[src/rtl/key_pkg.sv]
// ---------------------------------------------------------------------------
// key_pkg
// Shared definitions for the key debouncer: the per-channel filter state
// encoding and the default stability window (20 ms at 50 MHz).
// ---------------------------------------------------------------------------
package key_pkg;

    typedef enum logic [1:0] {
        RELEASED     = 2'b00,
        PRESS_WAIT   = 2'b01,
        PRESSED      = 2'b11,
        RELEASE_WAIT = 2'b10
    } key_state_t;

    localparam int DEBOUNCE_CYCLES_DEFAULT = 1_000_000;

endpackage : key_pkg

[src/rtl/key_debounce_ch.sv]
// ---------------------------------------------------------------------------
// key_debounce_ch
// One debounce channel: two-flop synchroniser, four-state filter FSM with a
// stability counter, and registered level / press / release outputs.
//
// Ports
//   clk_i      : clock
//   rst_ni     : asynchronous active-low reset
//   key_i      : normalised raw key (1 = pressed), asynchronous to clk_i
//   key_o      : debounced level, 1 while pressed
//   press_o    : one-cycle strobe when a press is accepted
//   release_o  : one-cycle strobe when a release is accepted
// ---------------------------------------------------------------------------
module key_debounce_ch
    import key_pkg::*;
#(
    parameter int DEBOUNCE_CYCLES = DEBOUNCE_CYCLES_DEFAULT,
    parameter int CNT_W           = $clog2(DEBOUNCE_CYCLES)
) (
    input  logic clk_i,
    input  logic rst_ni,
    input  logic key_i,
    output logic key_o,
    output logic press_o,
    output logic release_o
);

    localparam logic [CNT_W-1:0] CNT_MAX = CNT_W'(DEBOUNCE_CYCLES - 1);

    logic             sync1_q, sync2_q;
    key_state_t       state_q, state_d;
    logic [CNT_W-1:0] cnt_q, cnt_d;
    logic             out_q, out_d;
    logic             press_q, press_d;
    logic             release_q, release_d;

    always_ff @(posedge clk_i or negedge rst_ni) begin
        if (!rst_ni) begin
            sync1_q <= 1'b0;
            sync2_q <= 1'b0;
        end else begin
            sync1_q <= key_i;
            sync2_q <= sync1_q;
        end
    end

    always_ff @(posedge clk_i or negedge rst_ni) begin
        if (!rst_ni) begin
            state_q   <= RELEASED;
            cnt_q     <= '0;
            out_q     <= 1'b0;
            press_q   <= 1'b0;
            release_q <= 1'b0;
        end else begin
            state_q   <= state_d;
            cnt_q     <= cnt_d;
            out_q     <= out_d;
            press_q   <= press_d;
            release_q <= release_d;
        end
    end

    // Any opposite-level sample in a wait state falls back to the stable
    // state; acceptance always leaves the wait state, so cnt never wraps.
    always_comb begin
        state_d   = state_q;
        cnt_d     = cnt_q;
        out_d     = out_q;
        press_d   = 1'b0;
        release_d = 1'b0;
        case (state_q)
            RELEASED: begin
                if (sync2_q) begin
                    state_d = PRESS_WAIT;
                    cnt_d   = '0;
                end
            end
            PRESS_WAIT: begin
                if (!sync2_q) begin
                    state_d = RELEASED;
                    cnt_d   = '0;
                end else if (cnt_q == CNT_MAX) begin
                    state_d = PRESSED;
                    cnt_d   = '0;
                    out_d   = 1'b1;
                    press_d = 1'b1;
                end else begin
                    cnt_d = cnt_q + 1'b1;
                end
            end
            PRESSED: begin
                if (!sync2_q) begin
                    state_d = RELEASE_WAIT;
                    cnt_d   = '0;
                end
            end
            RELEASE_WAIT: begin
                if (sync2_q) begin
                    state_d = PRESSED;
                    cnt_d   = '0;
                end else if (cnt_q == CNT_MAX) begin
                    state_d   = RELEASED;
                    cnt_d     = '0;
                    out_d     = 1'b0;
                    release_d = 1'b1;
                end else begin
                    cnt_d = cnt_q + 1'b1;
                end
            end
            default: begin
                state_d = RELEASED;
                cnt_d   = '0;
                out_d   = 1'b0;
            end
        endcase
    end

    assign key_o     = out_q;
    assign press_o   = press_q;
    assign release_o = release_q;

endmodule : key_debounce_ch

[src/rtl/key_debounce.sv]
// ---------------------------------------------------------------------------
// key_debounce
// Multi-channel push-button debouncer. Normalises pin polarity so that 1
// always means pressed, then runs an independent debounce channel per key.
// KEY_OUT is registered and glitch-free, suitable for the key peripheral's
// PORTIN directly.
//
// Ports
//   PCLK        : clock
//   PRESETn     : asynchronous active-low reset
//   KEY_RAW     : raw key pins, asynchronous to PCLK
//   KEY_OUT     : debounced levels, 1 = pressed
//   KEY_PRESS   : one-cycle press-accepted strobes
//   KEY_RELEASE : one-cycle release-accepted strobes
// ---------------------------------------------------------------------------
module key_debounce
    import key_pkg::*;
#(
    parameter int NUM_KEYS        = 4,
    parameter int DEBOUNCE_CYCLES = DEBOUNCE_CYCLES_DEFAULT,
    parameter int ACTIVE_LOW      = 1,
    parameter int CNT_W           = $clog2(DEBOUNCE_CYCLES)
) (
    input  logic                PCLK,
    input  logic                PRESETn,
    input  logic [NUM_KEYS-1:0] KEY_RAW,
    output logic [NUM_KEYS-1:0] KEY_OUT,
    output logic [NUM_KEYS-1:0] KEY_PRESS,
    output logic [NUM_KEYS-1:0] KEY_RELEASE
);

    logic [NUM_KEYS-1:0] key_n;

    // Inverting before the synchroniser keeps the filter polarity-agnostic.
    assign key_n = (ACTIVE_LOW != 0) ? ~KEY_RAW : KEY_RAW;

    for (genvar g = 0; g < NUM_KEYS; g++) begin : g_ch
        key_debounce_ch #(
            .DEBOUNCE_CYCLES (DEBOUNCE_CYCLES),
            .CNT_W           (CNT_W)
        ) u_ch (
            .clk_i     (PCLK),
            .rst_ni    (PRESETn),
            .key_i     (key_n[g]),
            .key_o     (KEY_OUT[g]),
            .press_o   (KEY_PRESS[g]),
            .release_o (KEY_RELEASE[g])
        );
    end

endmodule : key_debounce
[config.mk]
export PLATFORM = sky130hd
export DESIGN_NAME = key_debounce
export DESIGN_NICKNAME = d
export VERILOG_FILES = /design/src/rtl/key_pkg.sv /design/src/rtl/key_debounce_ch.sv /design/src/rtl/key_debounce.sv
export SDC_FILE = /design/constraint.sdc
export NUM_CORES = 1
export LEC_CHECK = 0
export ABC_CLOCK_PERIOD_IN_PS = 6750
export CELL_PAD_IN_SITES_DETAIL_PLACEMENT = 1
export CELL_PAD_IN_SITES_GLOBAL_PLACEMENT = 1
export CORE_MARGIN = 5
export CORE_UTILIZATION = 31
export CTS_CLUSTER_DIAMETER = 120
export DETAILED_ROUTE_END_ITERATION = 10
export DONT_BUFFER_PORTS = 1
export GPL_TIMING_DRIVEN = 1
export PLACE_DENSITY = 0.53
export SETUP_SLACK_MARGIN = 0.1
export SLEW_MARGIN = 20
export SYNTH_ARGS = -nofsm -noshare
export SYNTH_HDL_FRONTEND = slang
export SYNTH_HIERARCHICAL = 1
export SYNTH_SLANG_ARGS = --single-unit
[constraint.sdc]
create_clock -name PCLK -period 6.75 [get_ports PCLK]
set_clock_uncertainty 0.2 [all_clocks]
set_input_delay 0.3375 -clock PCLK [delete_from_list [all_inputs] [get_ports PCLK]]
set_output_delay 0.3375 -clock PCLK [all_outputs]
set_load 0.03 [all_outputs]
; Yosys cells after proc, flatten, opt, wreduce, memory -nomap -nowiden
; Index checks and enable logic that the tools add are counted.
[word_totals]
regBits = 108
in_bits = 6
output_inout_bits = 12
wordCells = 193
[op_classes]
addsub = 4
n_eq_ne = 48
mux = 92
n_bitwise = 1
reduce_logical = 20
[op_table]
columns = cell, n
row1 = $mux W20, 20
row2 = $pmux W20 S4, 4
row3 = $add A20 B1 Y20 const B, 4
row4 = $eq A20 B20 Y1 const B, 4
row5 = $mux W2, 24
row6 = $mux W1, 36
row7 = $ne A2 B1 Y1 const B, 16
row8 = $pmux W2 S4, 4
row9 = $reduce_and A5 Y1, 4
row10 = $eq A2 B2 Y1 const B, 8
row11 = $ne A2 B2 Y1 const B, 8
row12 = $reduce_and A4 Y1, 4
row13 = $ne A3 B1 Y1 const B, 4
row14 = $ne A3 B3 Y1 const B, 4
row15 = $eq A2 B1 Y1 const B, 4
row16 = $logic_not A2 Y1, 4
row17 = $pmux W1 S2, 4
row18 = $reduce_and A2 Y1, 4
row19 = $reduce_bool A2 Y1, 4
row20 = $not A4 Y4, 1

; Logic depth before layout (Yosys ltp)
[depth]
ltp_word = 4
depth_mapped = 8
ltp_nobuf = 7

; Modules after synthesis
; Netlist, hierarchy kept.
[modules_own_cells]
columns = mod, n_inst, cells_per_inst, area_each_um2, seq_area_each_um2
row1 = key_debounce_ch at g_ch[0].u_ch ..., 3, 165, 1516.5, 675.6
row2 = key_debounce_ch at g_ch[3].u_ch, 1, 160, 1556.5, 675.6
row3 = key_debounce, 1, 4, 15.0, 0.0

; Least setup slack after synthesis
; Ideal clock, no wire load.
[synth_path]
kind = register to register
from = reg g_ch[0].u_ch.cnt_q[11]
to = reg g_ch[0].u_ch.cnt_q[15]
setup_ps = 121
arrival_ps = 1956
t_required_ps = 6429
setup_slack_ps = 4473
path_stages_with_launch = 7
n_path_buf = 1
synth_period_minus_slack_ps = 2277
path_cell_list = dfrtp_1 > or4_1 > or4_4 > o21ai_4 > buf_6 > o21ai_1 > a22o_1
[synth_via]
elab_chain_len = 4
elab_cells_between_ends = 6
classes_between = add/sub (1) / eq/ne (1) / mux (4)
[synth_lines]
columns = element, line
row1 = start: declaration, key_debounce_ch.sv:32  ; logic [CNT_W-1:0] cnt_q, cnt_d;
row2 = start signal: assignment, key_debounce_ch.sv:56  ; cnt_q <= cnt_d;
row3 = $add A20 B1 Y20 / $eq A20 B20 Y1 (equally long branches), --
row4 = $mux W20 (*), "key_debounce_ch.sv:82, key_debounce_ch.sv:101"
row5 = $mux W20 (on tied branches), "key_debounce_ch.sv:98, key_debounce_ch.sv:79"
row6 = $pmux W20 S4 (*), key_debounce_ch.sv:71  ; case (state_q)
; Every way passes the cells marked *; elsewhere a longest branch is shown, timed or not.
; A chain may end at the register's enable or synchronous reset.

; Worst setup path after layout
[layout_path]
from = reg g_ch[2].u_ch.cnt_q[11]
to = reg g_ch[2].u_ch.cnt_q[17]
[layout_via]
elab_chain_len = 4
elab_cells_between_ends = 6
classes_between = add/sub (1) / eq/ne (1) / mux (4)
[layout_lines]
columns = element, line
row1 = start: declaration, key_debounce_ch.sv:32
row2 = start signal: assignment, key_debounce_ch.sv:56
row3 = $add A20 B1 Y20 / $eq A20 B20 Y1 (equally long branches), --
row4 = $mux W20 (*), "key_debounce_ch.sv:82, key_debounce_ch.sv:101"
row5 = $mux W20 (on tied branches), "key_debounce_ch.sv:98, key_debounce_ch.sv:79"
row6 = $pmux W20 S4 (*), key_debounce_ch.sv:71
; Marks and branches as above.

==> metrics.txt <==
# TYPE chip_impl_metric gauge
chip_impl_info{name="outcome",value="completed"} 1
chip_impl_metric{name="data_required_time_of_the_critical_path",unit="ns"} 6.80
chip_impl_metric{name="final.setup.tns",unit="ns"} 0
chip_impl_metric{name="power_leakage",unit="nW"} 2.85
chip_impl_metric{name="power_density",unit="mW/mm²"} 298
chip_impl_metric{name="synth-xor-area-share",unit="%"} 0
chip_impl_metric{name="portBuffers",unit=""} 0
chip_impl_metric{name="maximum_number_of_pins_on_one_net_before_global_route_repair",unit=""} 109
chip_impl_info{name="cts_tree",value="done"} 1
chip_impl_metric{name="synth_warnings",unit=""} 6
chip_impl_metric{name="synth_cells",unit=""} 659
chip_impl_metric{name="detail_route.vias_per_cell",unit=""} 5.44
chip_impl_info{name="netlist_top_cells_count",value="dfrtp_1, nand2_1, nor2_1"} 1
chip_impl_metric{name="detailroute.via_count",unit=""} 5044
chip_impl_info{name="endpoint_kind",value="flop"} 1
chip_impl_metric{name="synth_mux_area_share",unit="%"} 3.50
chip_impl_info{name="yosys.area.top_type",value="dfrtp_1"} 1
chip_impl_metric{name="synth-edff-count",unit=""} 0
chip_impl_metric{name="worst-slew-pin-transition",unit="ns"} 1.05
chip_impl_metric{name="first_pass_iters",unit=""} 4
chip_impl_info{name="critPathSlowestCell",value="or4_1"} 1
chip_impl_metric{name="routedWlPerCell",unit="µm"} 16.8
chip_impl_metric{name="floorplan.die.width",unit="µm"} 151
chip_impl_metric{name="cap_viol_max_count",unit=""} 0
chip_impl_metric{name="io_pins",unit=""} 18
chip_impl_metric{name="design_area",unit="mm²"} 0.00668
chip_impl_metric{name="cts.reportedPaths.clkPinSlew",unit="ns"} 0.07
chip_impl_info{name="dominant_combinational_cell_family_by_area_after_synthesis",value="simple AND/OR/NAND/NOR gates"} 1
chip_impl_metric{name="critical_path_fanouts_max",unit=""} 14
chip_impl_metric{name="fp.dieArea",unit="mm²"} 0.0227
chip_impl_metric{name="h_tree_depth_reported_by_cts",unit=""} 3
chip_impl_metric{name="floorplan.rows",unit=""} 51
chip_impl_metric{name="detailed_place.area",unit="mm²"} 0.00633
chip_impl_metric{name="ys_seq_area_share",unit="%"} 44.2
chip_impl_info{name="timing.critical_path.cells",value="or4_1 > or4_4 > o21ai_4 > nor2_1 > a22o_1"} 1
chip_impl_metric{name="start_util",unit="%"} 31.4
chip_impl_metric{name="syn_area",unit="mm²"} 0.00612
chip_impl_metric{name="arrival",unit="ns"} 2.87
chip_impl_metric{name="antennaDiodeCount",unit=""} 0
chip_impl_metric{name="pre_cts_ws",unit="ns"} 3.95
chip_impl_metric{name="cts.sink_count",unit=""} 108
chip_impl_metric{name="finalWeightedCongestion",unit=""} 0.737
chip_impl_metric{name="first_global_vias",unit=""} 5313
chip_impl_metric{name="drt_iter0_markers",unit=""} 240
chip_impl_metric{name="power.ir.vdd_worst",unit="µV"} 125
chip_impl_metric{name="final_layout_size_suffix_gt1_share",unit="%"} 6.94
chip_impl_info{name="timing.critical_path.from_type",value="flop"} 1
chip_impl_metric{name="nets",unit=""} 684
chip_impl_metric{name="worst_slew_margin_rel",unit="%"} 27.8
chip_impl_metric{name="cts_buffers",unit=""} 9
chip_impl_metric{name="grt_first_pass_wirelength",unit="µm"} 27100
chip_impl_metric{name="globalRoute.totalOverflow",unit=""} 0
chip_impl_metric{name="drv_slew",unit=""} 0
chip_impl_metric{name="hpwl",unit="µm"} 10500
chip_impl_metric{name="die_h",unit="µm"} 151
chip_impl_metric{name="worst_slack",unit="ns"} 3.92
chip_impl_metric{name="postSynthAreaPerCell",unit="µm²"} 9.29
chip_impl_metric{name="final_setup_fails",unit=""} 0
chip_impl_metric{name="postRouteWirelength",unit="µm"} 15600
chip_impl_metric{name="grt_use_total",unit="%"} 14.6
chip_impl_metric{name="compound_cell_area_share_of_the_yosys_netlist",unit="%"} 18.6
chip_impl_info{name="timing_worst_setup_path_type",value="flop to flop"} 1
chip_impl_metric{name="critical-path-max-stage-delay",unit="ns"} 0.56
chip_impl_info{name="root_buffer",value="clkbuf_16"} 1
chip_impl_info{name="synth_ff_type",value="dfrtp_1"} 1
chip_impl_metric{name="synth_largest_type_area_fraction",unit="%"} 44.2
chip_impl_metric{name="final.hold.worst_slack",unit="ns"} 0.153
chip_impl_metric{name="hold_viol",unit=""} 0
chip_impl_metric{name="synth-seq-cells",unit=""} 108
chip_impl_metric{name="syn-num-nets",unit=""} 685
chip_impl_metric{name="fmax_achieved",unit="MHz"} 354
chip_impl_info{name="synth_area_leaders",value="dfrtp_1, a22o_1, ha_1"} 1
chip_impl_metric{name="synth_cell_type_count",unit=""} 50
chip_impl_info{name="holdCritPathClass",value="flop to flop"} 1
chip_impl_metric{name="floorplan.core_area",unit="mm²"} 0.0195
chip_impl_info{name="yosysMostFrequentCell",value="dfrtp_1"} 1
chip_impl_metric{name="min_tclk_post_route",unit="ns"} 2.83
chip_impl_metric{name="initial_antenna_violation_count",unit=""} 0
chip_impl_metric{name="clockBufferDepth",unit=""} 2
chip_impl_metric{name="async_reset_ff_share",unit="%"} 100
chip_impl_metric{name="synth_fa_ha_area_share",unit="%"} 4.09
chip_impl_metric{name="clock_latency",unit="ns"} 0.35
chip_impl_metric{name="synthSimpleGateAreaFrac",unit="%"} 26.0
chip_impl_metric{name="detail_route.drc_violations",unit=""} 0
chip_impl_metric{name="fin_crit_sh",unit="%"} 41.9
chip_impl_metric{name="area_delta_synth_final",unit="%"} 9.10
chip_impl_info{name="rsz_0062_raised_after_global_routing",value="false"} 1
chip_impl_metric{name="ant_nets",unit=""} 0
## what timing repair did
action,CTS,global route
hold endpoints to repair,112,0
hold buffers,6,0
setup buffers,0,0
setup endpoints to repair,0,0
gates resized for setup,0,0
## state kept, by name, summed over array words and instances (netlist names)
| register | cells |
|---|---|
| g_ch.u_ch/cnt_q | 80 |
| g_ch.u_ch/state_q | 8 |
| g_ch.u_ch/sync2_q | 4 |
| g_ch.u_ch/key_o | 4 |
| g_ch.u_ch/sync1_q | 4 |
| g_ch.u_ch/press_o | 4 |
| g_ch.u_ch/release_o | 4 |
## cell type report
class                   count  area [µm²]
fillers                  2251       12800
inverters                  26        97.6
multi-input cells         507        3200
repair buffers              6        77.6
flip-flops and latches    108        2700
clock inverters             3        21.3
well taps                 265         332
clock buffers              13         250
## metrics by stage
| step | std cells | util, % | power [mW] |
|---|---|---|---|
| CTS | 928 | 34.3 | 2.03 |
| global route | 928 | 34.3 | 2.15 |
| finish | 928 | 34.3 | 1.99 |
| detailed placement | 906 | 32.5 | 1.47 |
| global placement | 906 | 32.5 | 1.44 |
| floorplan | 659 | - | 1.31 |
## critical path, delay by kind of cell, from the launching register on
| kind | cells | cell delay (ns) |
|---|---|---|
| AO/OA/AOI/OAI | 2 | 0.70 |
| flip-flops | 1 | 0.45 |
| AND/OR/NAND/NOR | 3 | 1.37 |
## cell usage in the layout, fill, tap and decap left out, types with 3 or more instances in the layout
master         instances
nor3b_1                5
or4_1                 12
or4_4                  3
a21oi_1               33
a41oi_1                3
nand2_1               65
o21ai_0               36
clkbuf_1               3
o311ai_0               3
mux2_2                10
inv_1                 26
nor2b_1                6
nor4_1                 9
and4_1                 5
o211ai_1               3
a21o_1                18
mux2i_1                8
nor3_1                24
or3_1                 12
nand4b_1               3
o21ai_1               29
nand3_1               45
nand2b_1               8
clkbuf_16              9
nand4_1               14
nor2_1                47
a31oi_1                8
nor4b_1                7
and2_1                 3
a22o_1                31
o21ai_4                3
or2_2                  6
dfrtp_1              108
and3_1                11
ha_1                  20
dlygate4sd3_1          5
## worst paths after layout
kind	startpoint	cells past startpoint	slack [ns]	endpoint
max	g_ch[2].u_ch/cnt_q[11]	5	3.92	g_ch[2].u_ch/cnt_q[17]
min	g_ch[3].u_ch/sync1_q	0	0.15	g_ch[3].u_ch/sync2_q
max reg2reg	g_ch[2].u_ch/cnt_q[11]	5	3.92	g_ch[2].u_ch/cnt_q[17]
min reg2reg	g_ch[3].u_ch/sync1_q	0	0.15	g_ch[3].u_ch/sync2_q
max in group asynchronous	PRESETn	2	5.51	g_ch[1].u_ch/press_o
min in group asynchronous	PRESETn	2	0.38	g_ch[2].u_ch/cnt_q[8]
## layer usage
metal  global-route usage [%]  part of all wire, %  up-vias
li1                         -                    -     2441
met1                     19.3                   49     2556
met2                     24.7                   47       32
met3                     3.10                  2.2       15
met4                     3.34                 0.98        0
met5                        0                    0        -
## power breakdown
part	switching [mW]	internal, mW
Sequential	0.0354	0.683
Clock	0.253	0.263
Combinational	0.483	0.271
## cell families after synthesis
| group | Yosys count |
|---|---|
| mux | 20 |
| compound gates | 174 |
| fa+ha+maj | 20 |
| buf+inv | 44 |
| simple gates | 293 |
| flops | 108 |
Power figures use the tool's default switching activity.
